File: config.mk
export PLATFORM = sky130hd
export DESIGN_NAME = regfile_writeback_queue
export DESIGN_NICKNAME = d
export VERILOG_FILES = /design/src/rtl/regfile_pkg.sv /design/src/rtl/wb_fifo.sv /design/src/rtl/regfile_writeback_queue.sv
export SDC_FILE = /design/constraint.sdc
export NUM_CORES = 1
export LEC_CHECK = 0
export BUFFER_PORTS_ARGS = -buffer_cell sky130_fd_sc_hd__buf_2
export CAP_MARGIN = 10
export CORE_ASPECT_RATIO = 1.75
export CORE_MARGIN = 1
export CORE_UTILIZATION = 30
export DETAILED_ROUTE_END_ITERATION = 8
export GPL_ROUTABILITY_DRIVEN = 0
export SLEW_MARGIN = 20
export SYNTH_ARGS = -nofsm -noshare
export SYNTH_HDL_FRONTEND = slang
export SYNTH_SLANG_ARGS = --single-unit
export TNS_END_PERCENT = 5
File: constraint.sdc
create_clock -name Clk -period 4.4 [get_ports Clk]
set_clock_uncertainty 0.15 [all_clocks]
set_input_delay 0.22 -clock Clk [delete_from_list [all_inputs] [get_ports Clk]]
set_output_delay 0.22 -clock Clk [all_outputs]
set_load 0.02 [all_outputs]
File: src/rtl/regfile_pkg.sv
`default_nettype none
// ============================================================================
// Module      : regfile_pkg
// Description : Shared constants and the write-back entry type for the
//               register-file write-back queue.
// Revision    : 1.0
// ============================================================================
package regfile_pkg;

    localparam int DATA_W    = 64;
    localparam int REG_IDX_W = 5;
    localparam logic [REG_IDX_W-1:0] ZERO_REG = 5'd31;

    typedef struct packed {
        logic [REG_IDX_W-1:0] idx;
        logic [DATA_W-1:0]    data;
    } wb_entry_t;

endpackage
`default_nettype wire

File: src/rtl/wb_fifo.sv
`default_nettype none
// ============================================================================
// Module      : wb_fifo
// Description : Circular storage for write-back entries; exposes the raw
//               entry array and head pointer so the top can search it.
// Revision    : 1.0
// ============================================================================
module wb_fifo
    import regfile_pkg::*;
#(
    parameter int DEPTH = 4,
    parameter int PTR_W = $clog2(DEPTH)
) (
    input  logic                  Clk,
    input  logic                  Reset,
    input  logic                  i_push,
    input  wb_entry_t             i_pushEntry,
    input  logic                  i_pop,
    output wb_entry_t             o_headEntry,
    output logic [3:0]            o_count,
    output logic [PTR_W-1:0]      o_headPtr,
    output wb_entry_t [DEPTH-1:0] o_entries
);

    wb_entry_t [DEPTH-1:0] r_mem;
    logic [PTR_W-1:0]      r_head;
    logic [PTR_W-1:0]      r_tail;
    logic [3:0]            r_count;

    // Pointers wrap naturally because DEPTH is a power of two.
    always_ff @(posedge Clk) begin
        if (Reset) begin
            r_head  <= '0;
            r_tail  <= '0;
            r_count <= '0;
        end else begin
            if (i_push) r_tail <= r_tail + PTR_W'(1);
            if (i_pop)  r_head <= r_head + PTR_W'(1);
            case ({i_push, i_pop})
                2'b10:   r_count <= r_count + 4'd1;
                2'b01:   r_count <= r_count - 4'd1;
                default: r_count <= r_count;
            endcase
        end
    end

    always_ff @(posedge Clk) begin
        if (i_push && !Reset) r_mem[r_tail] <= i_pushEntry;
    end

    assign o_headEntry = r_mem[r_head];
    assign o_count     = r_count;
    assign o_headPtr   = r_head;
    assign o_entries   = r_mem;

endmodule
`default_nettype wire

File: src/rtl/regfile_writeback_queue.sv
`default_nettype none
// ============================================================================
// Module      : regfile_writeback_queue
// Description : Buffers register write-backs and drains one per cycle into
//               the register-file write port; optional bypass lookup is
//               enabled by macro REGFILE_WB_BYPASS_EN.
// Revision    : 1.0
// ============================================================================
module regfile_writeback_queue
    import regfile_pkg::*;
#(
    parameter int DEPTH = 4
) (
    input  logic                 Clk,
    input  logic                 Reset,
    input  logic                 InValid,
    output logic                 InReady,
    input  logic [REG_IDX_W-1:0] InRW,
    input  logic [DATA_W-1:0]    InData,
    input  logic                 Hold,
    output logic                 RegWr,
    output logic [REG_IDX_W-1:0] RW,
    output logic [DATA_W-1:0]    BusW,
    output logic [3:0]           Count,
    output logic                 Empty,
    output logic                 Full,
    input  logic [REG_IDX_W-1:0] LookupReg,
    output logic                 LookupHit,
    output logic [DATA_W-1:0]    LookupData
);

    localparam int PTR_W = $clog2(DEPTH);

    logic                  w_push;
    logic                  w_pop;
    logic                  w_full;
    logic                  w_empty;
    logic [3:0]            w_count;
    logic [PTR_W-1:0]      w_headPtr;
    wb_entry_t             w_headEntry;
    wb_entry_t             w_pushEntry;
    wb_entry_t [DEPTH-1:0] w_entries;

    assign w_full   = (w_count == 4'(DEPTH));
    assign w_empty  = (w_count == 4'd0);
    assign InReady  = !w_full;
    assign Count    = w_count;
    assign Empty    = w_empty;
    assign Full     = w_full;

    // Zero-register writes complete the handshake but never enter storage.
    assign w_push      = InValid && !w_full && (InRW != ZERO_REG) && !Reset;
    assign w_pop       = !Hold && !w_empty && !Reset;
    assign w_pushEntry = '{idx: InRW, data: InData};

    wb_fifo #(
        .DEPTH (DEPTH),
        .PTR_W (PTR_W)
    ) u_fifo (
        .Clk         (Clk),
        .Reset       (Reset),
        .i_push      (w_push),
        .i_pushEntry (w_pushEntry),
        .i_pop       (w_pop),
        .o_headEntry (w_headEntry),
        .o_count     (w_count),
        .o_headPtr   (w_headPtr),
        .o_entries   (w_entries)
    );

    always_ff @(posedge Clk) begin
        if (Reset) begin
            RegWr <= 1'b0;
            RW    <= '0;
            BusW  <= '0;
        end else if (w_pop) begin
            RegWr <= 1'b1;
            RW    <= w_headEntry.idx;
            BusW  <= w_headEntry.data;
        end else begin
            RegWr <= 1'b0;
        end
    end

`ifdef REGFILE_WB_BYPASS_EN
    // Walk oldest to newest so the last match found is the newest one.
    always_comb begin
        LookupHit  = 1'b0;
        LookupData = '0;
        if (LookupReg != ZERO_REG) begin
            if (RegWr && (RW == LookupReg)) begin
                LookupHit  = 1'b1;
                LookupData = BusW;
            end
            for (int k = 0; k < DEPTH; k++) begin
                if ((4'(k) < w_count) &&
                    (w_entries[w_headPtr + PTR_W'(k)].idx == LookupReg)) begin
                    LookupHit  = 1'b1;
                    LookupData = w_entries[w_headPtr + PTR_W'(k)].data;
                end
            end
        end
    end
`else
    logic w_unused;
    assign w_unused   = &{1'b0, LookupReg, w_entries, w_headPtr};
    assign LookupHit  = 1'b0;
    assign LookupData = '0;
`endif

endmodule
`default_nettype wire

After elaboration in Yosys (flattened, before gate mapping). Cells that the tools add are included.

Mux-type cells: 7. Equality and inequality tests: 4. Reductions and logical operators: 13. Magnitude comparators: 3. Add/subtract/negate cells: 4.

Operator list (number): bitwise mux 276 bit (1); binary-select mux 69 bit (select 2 bit) (1); demux 69 bit (select 2 bit) (1); 2-to-1 mux 69 bit (2); one-hot mux 4 bit (2 select lines) (1); logical AND 1 bit (7); less-than comparator 2 x 3 -> 1 bit (second input constant) (2); != test 5 bit (second input constant) (1); adder 2 x 1 -> 2 bit (second input constant) (2); adder 4 x 1 -> 4 bit (second input constant) (1); == test 4 x 3 -> 1 bit (second input constant) (1); zero test 1 bit (4); zero test 4 bit (1); subtractor 4 x 1 -> 4 bit (second input constant) (1); == test 2 x 1 -> 1 bit (second input constant) (1); == test 2 bit (second input constant) (1); greater-or-equal comparator 2 x 1 -> 1 bit (second input constant) (1); nonzero test 2 bit (1); 2-to-1 mux 1 bit (1).

Word-level logic and storage cells: 45. Output and inout bits: 142. Flip-flop bits (word level): 354. Input port bits: 78.

Depth between registers and ports, before layout. Gate-level depths: netlist (run 1).

Depth in word-level cells: 7. Depth in mapped cells: 11. Mapped depth without buffers: 10.

Cells and area by module. From an unflattened synthesis (run 1), not the netlist that was laid out.

Cell total of the unflattened synthesis: 714. Area, all modules: 14066.0 µm².

Modules (own cells, without submodules): wb_fifo (sequential area each 8448.1 µm², cells an instance 414, times used 1, area each 10445.0 µm²); regfile_writeback_queue (sequential area each 1401.3 µm², cells an instance 300, times used 1, area each 3621.0 µm²).

Worst setup path before layout (run 1). OpenSTA, ideal clock, no wires.

Path type: reg2reg. Start: register u_fifo.r_count[0], in the netlist u_fifo.o_count[0]. End: register u_fifo.r_mem (netlist bit u_fifo.o_entries[0]) (enable). Path slack: 1.148 ns. Cell stages (with the launch flop): 4. Arrival time: 2.668 ns. Data required time: 3.815 ns. Buffers on the path: 0. Path through: dfxtp_1 -> or4b_4 -> o2111a_1 -> and2_1.

Word-level cells in the longest chain between the ends: 6.

RTL lines: from (decl) (line wb_fifo.sv:28) `logic [3:0] r_count;`; from (signal assigned) (line wb_fifo.sv:40) `2'b10: r_count <= r_count + 4'd1;`; from (signal assigned) (line wb_fifo.sv:41) `2'b01: r_count <= r_count - 4'd1;`; from (signal assigned) (line wb_fifo.sv:42) `default: r_count <= r_count;`; == test 4 x 3 -> 1 bit (line regfile_writeback_queue.sv:44) `assign w_full = (w_count == 4'(DEPTH));`; zero test 1 bit; via InReady (line regfile_writeback_queue.sv:17) `output logic InReady,`; logical AND 1 bit (3 in a row) (line regfile_writeback_queue.sv:52) `assign w_push = InValid && !w_full && (InRW != ZERO_REG) && !Reset;`; logical AND 1 bit (line wb_fifo.sv:48) `if (i_push && !Reset) r_mem[r_tail] <= i_pushEntry;`; to (signal, indexed assignment) (line wb_fifo.sv:48); to (decl) (line wb_fifo.sv:25) `wb_entry_t [DEPTH-1:0] r_mem;`.

The timed path passes the listed nets, and every way through them passes these cells. A chain may end at the register's enable or synchronous reset.

Worst setup path after layout (run 1).
Start: register u_fifo.r_count[0], in the netlist u_fifo.o_count[0]. End: output port Empty.

Word-level cells in the longest chain between the ends: 1.

RTL lines: zero test 4 bit (line regfile_writeback_queue.sv:45) `assign w_empty = (w_count == 4'd0);`; to (decl) (line regfile_writeback_queue.sv:25) `output logic Empty,`.

No other way between the ends.

==> results.tsv, run 1 <==
stage	metric	value	unit
status	status	finished, final reports clean	
route	WL/cell	18.9	µm
clock_tree	TritonCTS Sinks	354	
clock_tree	CTS H-Tree Depth	2	
route	remaining antenna violation count	0	
floorplan	IO Pins	220	
placed_design	port buffer count	149	
clock_tree	buffers inserted by post-CTS timing repair	0	
worst_setup_path	CP Max Fanout	37	
global_route	GR Overflow Total	0	
sta	Max-Slew Margin vs Limit	26.8	%
yosys	Syn Std Cell Area	13500	µm²
clock_tree	Clock Latency Late Sink	0.52	ns
worst_setup_path	critical path endpoint category	output pin	
cells_and_area	most frequent cells in the layout	edfxtp_1, buf_2, nand2_1, dfxtp_1	
route	DRC Markers	0	
job	Max Cap Viol	0	
floorplan	Die Area	45900	µm²
sta	min Tclk post-route	3.03	ns
yosys	sequential cell area fraction in the yosys report	72.9	%
route	vias post-DR	7386	
sta	Slew @ Worst Pin	1.10	ns
global_route	vias in the first global route	7698	
sta	final hold violations	0	
min_path	Hold Crit Depth	4	
clock_tree	Reg clk slew, reported paths	0.06	ns
route	Via density	4.57	
yosys	top cells by area, synth	edfxtp_1, dfxtp_1, mux4_2	
global_route	initial antenna violation count	0	
worst_setup_path	R2R cell count	9	
power_and_ir_drop	power per cell area	455	nW/µm²
yosys	post-synth cell types	28	
worst_setup_path	CP arrival	2.66	ns
yosys	Synth top area share	61.4	%
cells_and_area	nets	1104	
power_and_ir_drop	leakage power	6.03	nW
floorplan	Initial Util	30.5	%
worst_setup_path	critical-path cell list	nor4_4 > buf_4 > buf_4 > buf_2	
global_route	Total GRT Usage	13.4	%
sta	RSZ-0062 raised after global routing	no	
worst_setup_path	Worst path max stage delay	0.55	ns
placed_design	dpl ws	1.60	ns
route	WL final	30.4	mm
sta	Final setup viols	0	
sta	TNS Setup	0	ns
route	1st-pass router iterations	4	
cells_and_area	post-route cell area	16500	µm²
yosys	Post-Syn Area per Cell	17.0	µm²
worst_setup_path	critical path's slowest cell	buf_4	
sta	Max Slew Vio Count	0	
cells_and_area	commonest non-fill, non-tap cell in the layout	edfxtp_1	
worst_setup_path	startpoint types	flop	
cells_and_area	layout cells sized above 1	28.2	%
floorplan	core area	44300	µm²
clock_tree	Longest Clk Path Bufs	3	
route	DRT iter0 DRCs	390	
floorplan	row count	102	
cells_and_area	fill count	4169	
clock_tree	Root Buffer	clkbuf_16	
clock_tree	CTS tree	built	
placed_design	hpwl dp	16.7	mm
power_and_ir_drop	worst IR drop on VDD	0.311	mV
min_path	HP Class	input pin to flop	
yosys	synthesized instance count	796	
global_route	first-pass GRT wire length	45.8	mm
sta	ratio of final minimum period to clock period	68.9	%
yosys	flops & latches, synth	354	
floorplan	Die Height	283	µm
sta	Peak Freq	330	MHz
placed_design	placed cell area	14700	µm²
yosys	Yosys warnings	0	
worst_setup_path	Data required, critical path	4.03	ns
sta	setup slack after layout	1.37	ns
clock_tree	Num CTS Buffers	34	
worst_setup_path	Crit Path Category	flop to output pin	
worst_setup_path	Most common cell on crit path	buf_4	
cells_and_area	P&R area growth vs syn	21.8	%
floorplan	Die W	162	µm
yosys	leading area contributor after synthesis	edfxtp_1	
global_route	largest net degree at the start of global routing	72	
cells_and_area	Ant. Diodes	0	
cell usage after synthesis (all sizes together):
cell type and count:
edfxtp 276, nand2 141, dfxtp 78, buf 76
o211ai 70, mux4 69, clkbuf 36, inv 8
nor2 8, ha 7, a21oi 5, and2 4
mux2i 2, nand3 2, nor3 2, xnor2 2
xor2 2, and3 1, conb 1, fa 1
nor4 1, o2111a 1, o31ai 1, or4 1
or4b 1
what timing repair did:
item | in CTS | in global routing
endpoints found under the hold margin | 284 | 0
resized for setup | 0 | 0
hold buffers | 70 | 0
worst max-delay path, delay by kind of cell (launching register included):
| kind | cells | cell delay [ns] |
|---|---|---|
| AND/OR/NAND/NOR | 1 | 0.36 |
| buffers and inverters | 3 | 1.32 |
| flip-flops | 1 | 0.38 |
flip-flops by register name (all words and copies together), names as in the netlist:
name              cells
BusW                 64
u_fifo.o_count        4
RW                    5
u_fifo.o_headPtr      2
u_fifo.o_entries    276
u_fifo.r_tail         2
RegWr                 1
metal layers:
layer / wire length (µm) / GRT usage, % / up-vias
met5: 0 / 0 / -
met4: 903 / 5.37 / 0
met3: 1520 / 2.33 / 58
met2: 16200 / 24.6 / 245
met1: 11800 / 15.2 / 3733
li1: - / - / 3350
path summary, 6_finish.rpt:
kind	startpoint	to	slack (ns)
setup / recovery	u_fifo.o_count[0]	Empty	1.37
hold / removal	InValid	u_fifo.r_tail[0]	0.05
setup reg to reg	u_fifo.o_count[2]	u_fifo.o_count[3]	1.58
hold reg to reg	RW[3]	RW[3]	0.33
where the power goes:
part	leakage (nW)	switching, mW	internal (mW)
registers	3.14	0.0843	3.76
logic	2.37	0.508	0.287
clock network	0.517	1.24	1.60
total	6.03	1.83	5.65
per-stage QoR:
| stage | std cells | utilization, % | hold slack (ns) | power, mW |
|---|---|---|---|---|
| 2_1_floorplan | 860 | - | 0.169 | 4.42 |
| 3_3_place_gp | 1484 | 33.1 | 0.282 | 4.66 |
| 3_5_place_dp | 1484 | 33.1 | 0.288 | 4.68 |
| 4_1_cts | 1615 | 37.2 | 0.0176 | 7.59 |
| 5_1_grt | 1615 | 37.2 | 0.0678 | 7.76 |
| 6_report | 1615 | 37.2 | 0.0481 | 7.48 |
cells by family after synthesis:
family                   count (synthesis)  share of synthesized area [%]
adder cells (fa/ha/maj)                  8                          0.797
buffers and inverters                  120                           5.24
AO/OA/AOI/OAI                           77                           4.22
XOR/XNOR                                 4                          0.259
multiplexers                            71                           11.7
flip-flops                             354                           72.9
other                                    1                         0.0278
AND/OR/NAND/NOR                        161                           4.87
final cells by class:
cell class	count	area, µm²	area share, %
Sequential cell	354	9860	59.9
Multi-Input combinational cell	386	3200	19.5
Timing Repair Buffer	234	1570	9.55
Clock buffer	42	912	5.54
Tap cell	572	716	4.35
Clock inverter	19	161	0.981
Inverter	8	30.0	0.183
(Power assumes the default switching activity.)
==> run 2, diff against run 1 <==
clock period = 2.5 ns   (was 4.4 ns; I/O delays follow)
==> run 2 against run 1 <==
Effect of this change: the flow now finishes with violations (negative setup slack); highest routed layer unchanged; total power increased by 82%; core utilization increased by 0.83 points; non-clock buffer count increased by 20; flip-flop and latch count unchanged; final cell count increased by 1.2%; largest power group unchanged; sequential share of layout area decreased by 1.3 points; worst setup slack got worse by 1.4 ns; via count increased by 1.4%.
==> results.tsv, run 2 (synthesized netlist as in run 1, its figures left out) <==
stage	metric	value	unit	change
status	status	finished, violations left		was finished, final reports clean
status	failing checks	negative setup slack		
sta	Final setup viols	1		was 0
route	remaining antenna violation count	0		unchanged
sta	Peak Freq	394	MHz	
global_route	Total GRT Usage	13.5	%	was 13.4%
sta	setup slack after layout	-0.0399	ns	was 1.37 ns
worst_setup_path	critical path endpoint category	flop		was output pin
min_path	HP Class	input pin to flop		unchanged
clock_tree	TritonCTS Sinks	354		unchanged
cells_and_area	commonest non-fill, non-tap cell in the layout	edfxtp_1		unchanged
route	max layer used	met4		unchanged
power_and_ir_drop	power per cell area	811	nW/µm²	was 455 nW/µm²
clock_tree	Root Buffer	clkbuf_16		unchanged
worst_setup_path	Data required, critical path	2.80	ns	was 4.03 ns
route	1st-pass router iterations	4		unchanged
job	Max Cap Viol	0		unchanged
floorplan	core area	44300	µm²	unchanged
placed_design	port buffer count	149		unchanged
cells_and_area	Ant. Diodes	0		unchanged
route	DRC Markers	0		unchanged
route	met3 WL post-DR	1.23	mm	was 1.52 mm
clock_tree	Longest Clk Path Bufs	3		unchanged
floorplan	Die W	162	µm	unchanged
route	WL/cell	18.6	µm	was 18.9 µm
route	Via density	4.58		was 4.57
sta	ratio of final minimum period to clock period	102	%	
global_route	largest net degree at the start of global routing	72		unchanged
cells_and_area	fill count	4144		was 4169
route	DRT iter0 DRCs	298		was 390
sta	min Tclk post-route	2.54	ns	
clock_tree	CTS H-Tree Depth	2		unchanged
clock_tree	Clock Latency Late Sink	0.51	ns	was 0.52 ns
sta	RSZ-0062 raised after global routing	yes		was no
clock_tree	CTS tree	built		unchanged
cells_and_area	FF+latch area	9860	µm²	about the same
global_route	initial antenna violation count	0		unchanged
sta	final hold violations	0		unchanged
power_and_ir_drop	leakage power	6.21	nW	was 6.03 nW
worst_setup_path	CP Max Fanout	5		was 37
floorplan	row count	102		unchanged
sta	Slew @ Worst Pin	1.06	ns	was 1.10 ns
floorplan	Initial Util	30.5	%	unchanged
global_route	GR Overflow Total	0		unchanged
route	metal2 WL	16.4	mm	was 16.2 mm
placed_design	hpwl dp	16.8	mm	was 16.7 mm
floorplan	Die Area	45900	µm²	unchanged
placed_design	dpl ws	-0.120	ns	was 1.60 ns
floorplan	IO Pins	220		unchanged
route	WL final	30.5	mm	was 30.4 mm
global_route	first-pass GRT wire length	46.1	mm	was 45.8 mm
worst_setup_path	startpoint types	flop		unchanged
route	met1 WL	11.9	mm	was 11.8 mm
worst_setup_path	Crit Path Category	flop to flop		was flop to output pin
cells_and_area	layout cells sized above 1	30.5	%	was 28.2%
sta	Max Slew Vio Count	0		unchanged
clock_tree	Reg clk slew, reported paths	0.07	ns	was 0.06 ns
sta	Max-Slew Margin vs Limit	29.3	%	was 26.8%
worst_setup_path	CP arrival	2.84	ns	was 2.66 ns
clock_tree	Num CTS Buffers	34		unchanged
cells_and_area	most frequent cells in the layout	edfxtp_1, buf_2, nand2_1, dfxtp_1, dlygate4sd3_1		was edfxtp_1, buf_2, nand2_1, dfxtp_1
floorplan	Die Height	283	µm	unchanged
cells_and_area	area of the multi-input gates	3250	µm²	was 3200 µm²
power_and_ir_drop	worst IR drop on VDD	0.772	mV	was 0.311 mV
cells_and_area	nets	1124		was 1104
route	vias post-DR	7486		was 7386
global_route	vias in the first global route	7917		was 7698
cells_and_area	P&R area growth vs syn	24.6	%	was 21.8%
power_and_ir_drop	Design Power	13.6	mW	was 7.48 mW
cells_and_area	max reg flops	276		unchanged
## run 2: cell types whose count changed in the layout (fill, tap and decap cells not counted), sizes merged
cell / previous run / this run
buf: 164 / 183
bufinv: 2 / 5
clkbuf: 42 / 45
clkinv: 11 / 8
clkinvlp: 4 / 1
dlygate4sd3: 70 / 71
## run 2: layer usage
metal	track usage (%)	up-vias
met4	5.49	0
li1	-	3394
met3	1.89	58
met2	24.9	228
met1	15.4	3806
met5	0	-
## run 2: path summary, 6_finish.rpt
path                      from           endpoint  slack, ns  cells past startpoint
max reg2reg  u_fifo.o_count[0]  u_fifo.o_count[3]      -0.04                     11
min                       Hold  u_fifo.o_count[2]       0.09                      5
min reg2reg           BusW[13]           BusW[13]       0.33                      2
max          u_fifo.o_count[0]  u_fifo.o_count[3]      -0.04                     11
## run 2: what timing repair did
action / in CTS / in global routing
endpoints found under the hold margin: 284 / 0
pin swaps: 2 / 4
endpoints found under the setup margin: 2 / 1
setup buffers: 0 / 3
hold buffers: 71 / 0
resized for setup: 8 / 6
## run 2: critical path, stage by stage (launching register included)
cell and delay [ns]:
dfxtp_2 0.32, buf_4 0.15, nor4_4 0.25, buf_4 0.17, nor3_4 0.05, ha_4 0.18
buf_4 0.13, ha_1 0.27, nand3_2 0.08, and3_4 0.17, or4_4 0.41, a21oi_2 0.14
## run 2: stage by stage
step,cells,hold slack (ns),instance area (µm²),util [%],setup TNS (ns)
2_1_floorplan,860,0.0739,13700,-,-104.08
3_3_place_gp,1500,0.186,14900,33.5,-0.105
3_5_place_dp,1500,0.192,14900,33.5,-0.120
4_1_cts,1632,0.0672,16800,37.9,-0.0331
5_1_grt,1635,0.105,16800,38.0,-0.128
6_report,1635,0.0936,16800,38.0,-0.0399
## run 2: final cells by class
class	instances	share of cell area (%)
flip-flops and latches	354	58.6
clock buffers	45	5.67
well taps	572	4.25
repair buffers	254	10.7
multi-input cells	386	19.3
inverters	8	0.179
clock inverters	16	1.31
## run 2: power breakdown
group	leakage (nW)	switching (mW)	internal [mW]
clock	0.574	2.18	3.22
sequential	3.14	0.116	6.61
combinational	2.50	0.938	0.573
total	6.21	3.23	10.4
==> run 3, diff against run 2 <==
CORE_ASPECT_RATIO = 0.6   (was 1.75)
PLACE_DENSITY_LB_ADDON = 0.2   (was default)
==> run 3 against run 2 <==
Effect of this change: the flow still finishes with violations (negative setup slack); flip-flop and latch count unchanged; critical path depth down 1; global-route usage up 0.41 points; worst hold slack worse by 0.024 ns; clock power down 2%.
==> results.tsv, run 3 (synthesized netlist as in run 1, its figures left out) <==
stage	metric	value	unit	change
status	status	finished, violations left		unchanged
status	failing checks	negative setup slack		unchanged
clock_tree	Reg clk slew, reported paths	0.06	ns	was 0.07 ns
power_and_ir_drop	worst IR drop on VDD	0.353	mV	was 0.772 mV
clock_tree	CTS tree	built		unchanged
worst_setup_path	startpoint types	flop		unchanged
global_route	Total GRT Usage	13.9	%	was 13.5%
route	WL final	31.5	mm	was 30.5 mm
cells_and_area	Final Util	38.4	%	was 38.0%
global_route	initial antenna violation count	0		unchanged
route	DRT iter0 DRCs	441		was 298
cells_and_area	most frequent cells in the layout	edfxtp_1, buf_2, nand2_1, dfxtp_1, dlygate4sd3_1		unchanged
global_route	first-pass GRT wire length	47.9	mm	was 46.1 mm
worst_setup_path	critical path endpoint category	flop		unchanged
sta	Max Slew Vio Count	0		unchanged
clock_tree	CTS H-Tree Depth	2		unchanged
sta	Peak Freq	398	MHz	was 394 MHz
cells_and_area	max reg flops	276		unchanged
floorplan	core area	43800	µm²	was 44300 µm²
power_and_ir_drop	leakage power	6.18	nW	was 6.21 nW
worst_setup_path	Crit Path Category	flop to flop		unchanged
route	WL/cell	19.2	µm	was 18.6 µm
floorplan	Die W	276	µm	was 162 µm
power_and_ir_drop	Cell Int Power	10.2	mW	was 10.4 mW
worst_setup_path	Data required, critical path	2.80	ns	about the same
clock_tree	TritonCTS Sinks	354		unchanged
clock_tree	Longest Clk Path Bufs	3		unchanged
floorplan	Die Area	45900	µm²	about the same
cells_and_area	fill count	4141		was 4144
route	remaining antenna violation count	0		unchanged
power_and_ir_drop	power per cell area	803	nW/µm²	was 811 nW/µm²
route	vias post-DR	7335		was 7486
worst_setup_path	CP Max Fanout	2		was 5
route	1st-pass router iterations	4		unchanged
global_route	GR Overflow Total	0		unchanged
placed_design	dpl ws	-0.0920	ns	was -0.120 ns
clock_tree	Num CTS Buffers	37		was 34
sta	Slew @ Worst Pin	1.04	ns	was 1.06 ns
clock_tree	Root Buffer	clkbuf_16		unchanged
global_route	vias in the first global route	7691		was 7917
power_and_ir_drop	clock network fraction of total power	39.0	%	was 39.6%
cells_and_area	nets	1120		was 1124
cells_and_area	Ant. Diodes	0		unchanged
floorplan	row count	59		was 102
sta	Max-Slew Margin vs Limit	30.5	%	was 29.3%
floorplan	IO Pins	220		unchanged
global_route	largest net degree at the start of global routing	72		unchanged
floorplan	Initial Util	30.8	%	was 30.5%
power_and_ir_drop	part of the power in registers	49.7	%	was 49.3%
power_and_ir_drop	Design Power	13.5	mW	was 13.6 mW
sta	ratio of final minimum period to clock period	100	%	was 102%
route	Via density	4.47		was 4.58
min_path	HP Class	input pin to flop		unchanged
floorplan	Die Height	166	µm	was 283 µm
sta	min Tclk post-route	2.51	ns	was 2.54 ns
placed_design	hpwl dp	17.1	mm	was 16.8 mm
worst_setup_path	CP arrival	2.81	ns	was 2.84 ns
placed_design	port buffer count	149		unchanged
sta	setup slack after layout	-0.00968	ns	was -0.0399 ns
sta	final hold violations	0		unchanged
sta	Final setup viols	1		unchanged
job	Max Cap Viol	0		unchanged
route	DRC Markers	0		unchanged
cells_and_area	commonest non-fill, non-tap cell in the layout	edfxtp_1		unchanged
power_and_ir_drop	NetSw	3.29	mW	was 3.23 mW
sta	RSZ-0062 raised after global routing	yes		unchanged
power_and_ir_drop	Sw Share	24.3	%	was 23.7%
clock_tree	Clock Latency Late Sink	0.52	ns	was 0.51 ns
cells_and_area	layout cells sized above 1	29.9	%	was 30.5%
power_and_ir_drop	Combinational Power Share	11.3	%	was 11.1%
cells_and_area	P&R area growth vs syn	24.7	%	was 24.6%
[run 3: cell count changes in the layout (fill, tap and decap cells not counted), sizes merged]
cell	before	now
inv	10	8
clkinv	8	10
bufinv	5	0
buf	183	176
clkinvlp	1	2
clkbuf	45	56
[run 3: final timing paths]
check / end / startpoint / cells past startpoint / slack (ns)
hold reg to reg: BusW[49] / BusW[49] / 2 / 0.33
hold / removal: u_fifo.o_count[2] / Hold / 5 / 0.07
setup / recovery: u_fifo.o_count[3] / u_fifo.o_count[1] / 10 / -0.01
setup reg to reg: u_fifo.o_count[3] / u_fifo.o_count[1] / 10 / -0.01
[run 3: what timing repair did]
action | 4_1_cts | 5_1_grt
buffers inserted | 0 | 1
endpoints found under the hold margin | 284 | 0
hold buffers | 71 | 0
gates resized for setup | 8 | 9
pin swaps | 2 | 6
endpoints found under the setup margin | 2 | 3
[run 3: metrics by stage]
stage	TNS [ns]	area, µm²	cells	hold slack [ns]
2_1_floorplan	-104.08	13700	860	0.0739
3_3_place_gp	-0.101	14900	1502	0.194
3_5_place_dp	-0.0920	14900	1502	0.194
4_1_cts	-0.0784	16800	1641	0.0387
5_1_grt	-0.141	16800	1642	0.0722
6_report	-0.00968	16800	1642	0.0698
[run 3: routing by layer]
| metal | vias up | part of all wire (%) | GRT usage [%] |
|---|---|---|---|
| li1 | 3388 | - | - |
| met1 | 3743 | 48 | 19.5 |
| met2 | 162 | 47 | 22.1 |
| met3 | 42 | 4.4 | 2.91 |
| met4 | 0 | 1.4 | 2.87 |
| met5 | - | 0 | 0 |
[run 3: cell type report]
cell class	instances	area (µm²)	area share, %
clock inverter	12	65.1	0.386
inverter	8	31.3	0.186
clock buffer	56	1100	6.53
tap	579	724	4.30
sequential	354	9860	58.5
timing repair buffer	247	1800	10.7
multi-input combinational	386	3260	19.4
[run 3: power by group through the flow]
stage / clock network (mW) / logic (mW) / registers [mW]
2_1_floorplan: 0 / 0.795 / 6.98
3_3_place_gp: 0 / 1.40 / 6.84
3_5_place_dp: 0 / 1.41 / 6.84
4_1_cts: 5.47 / 1.53 / 6.72
5_1_grt: 5.69 / 1.66 / 6.74
6_report: 5.28 / 1.53 / 6.72
[run 3: critical path, stage by stage, from the launching register on]
cell and delay, ns:
dfxtp_2 0.32, or4b_4 0.54, o2111a_1 0.16, inv_2 0.07, ha_4 0.15, buf_6 0.11, ha_4 0.13, nand3_4 0.05
and3_4 0.17, or4_1 0.46, a21oi_1 0.14
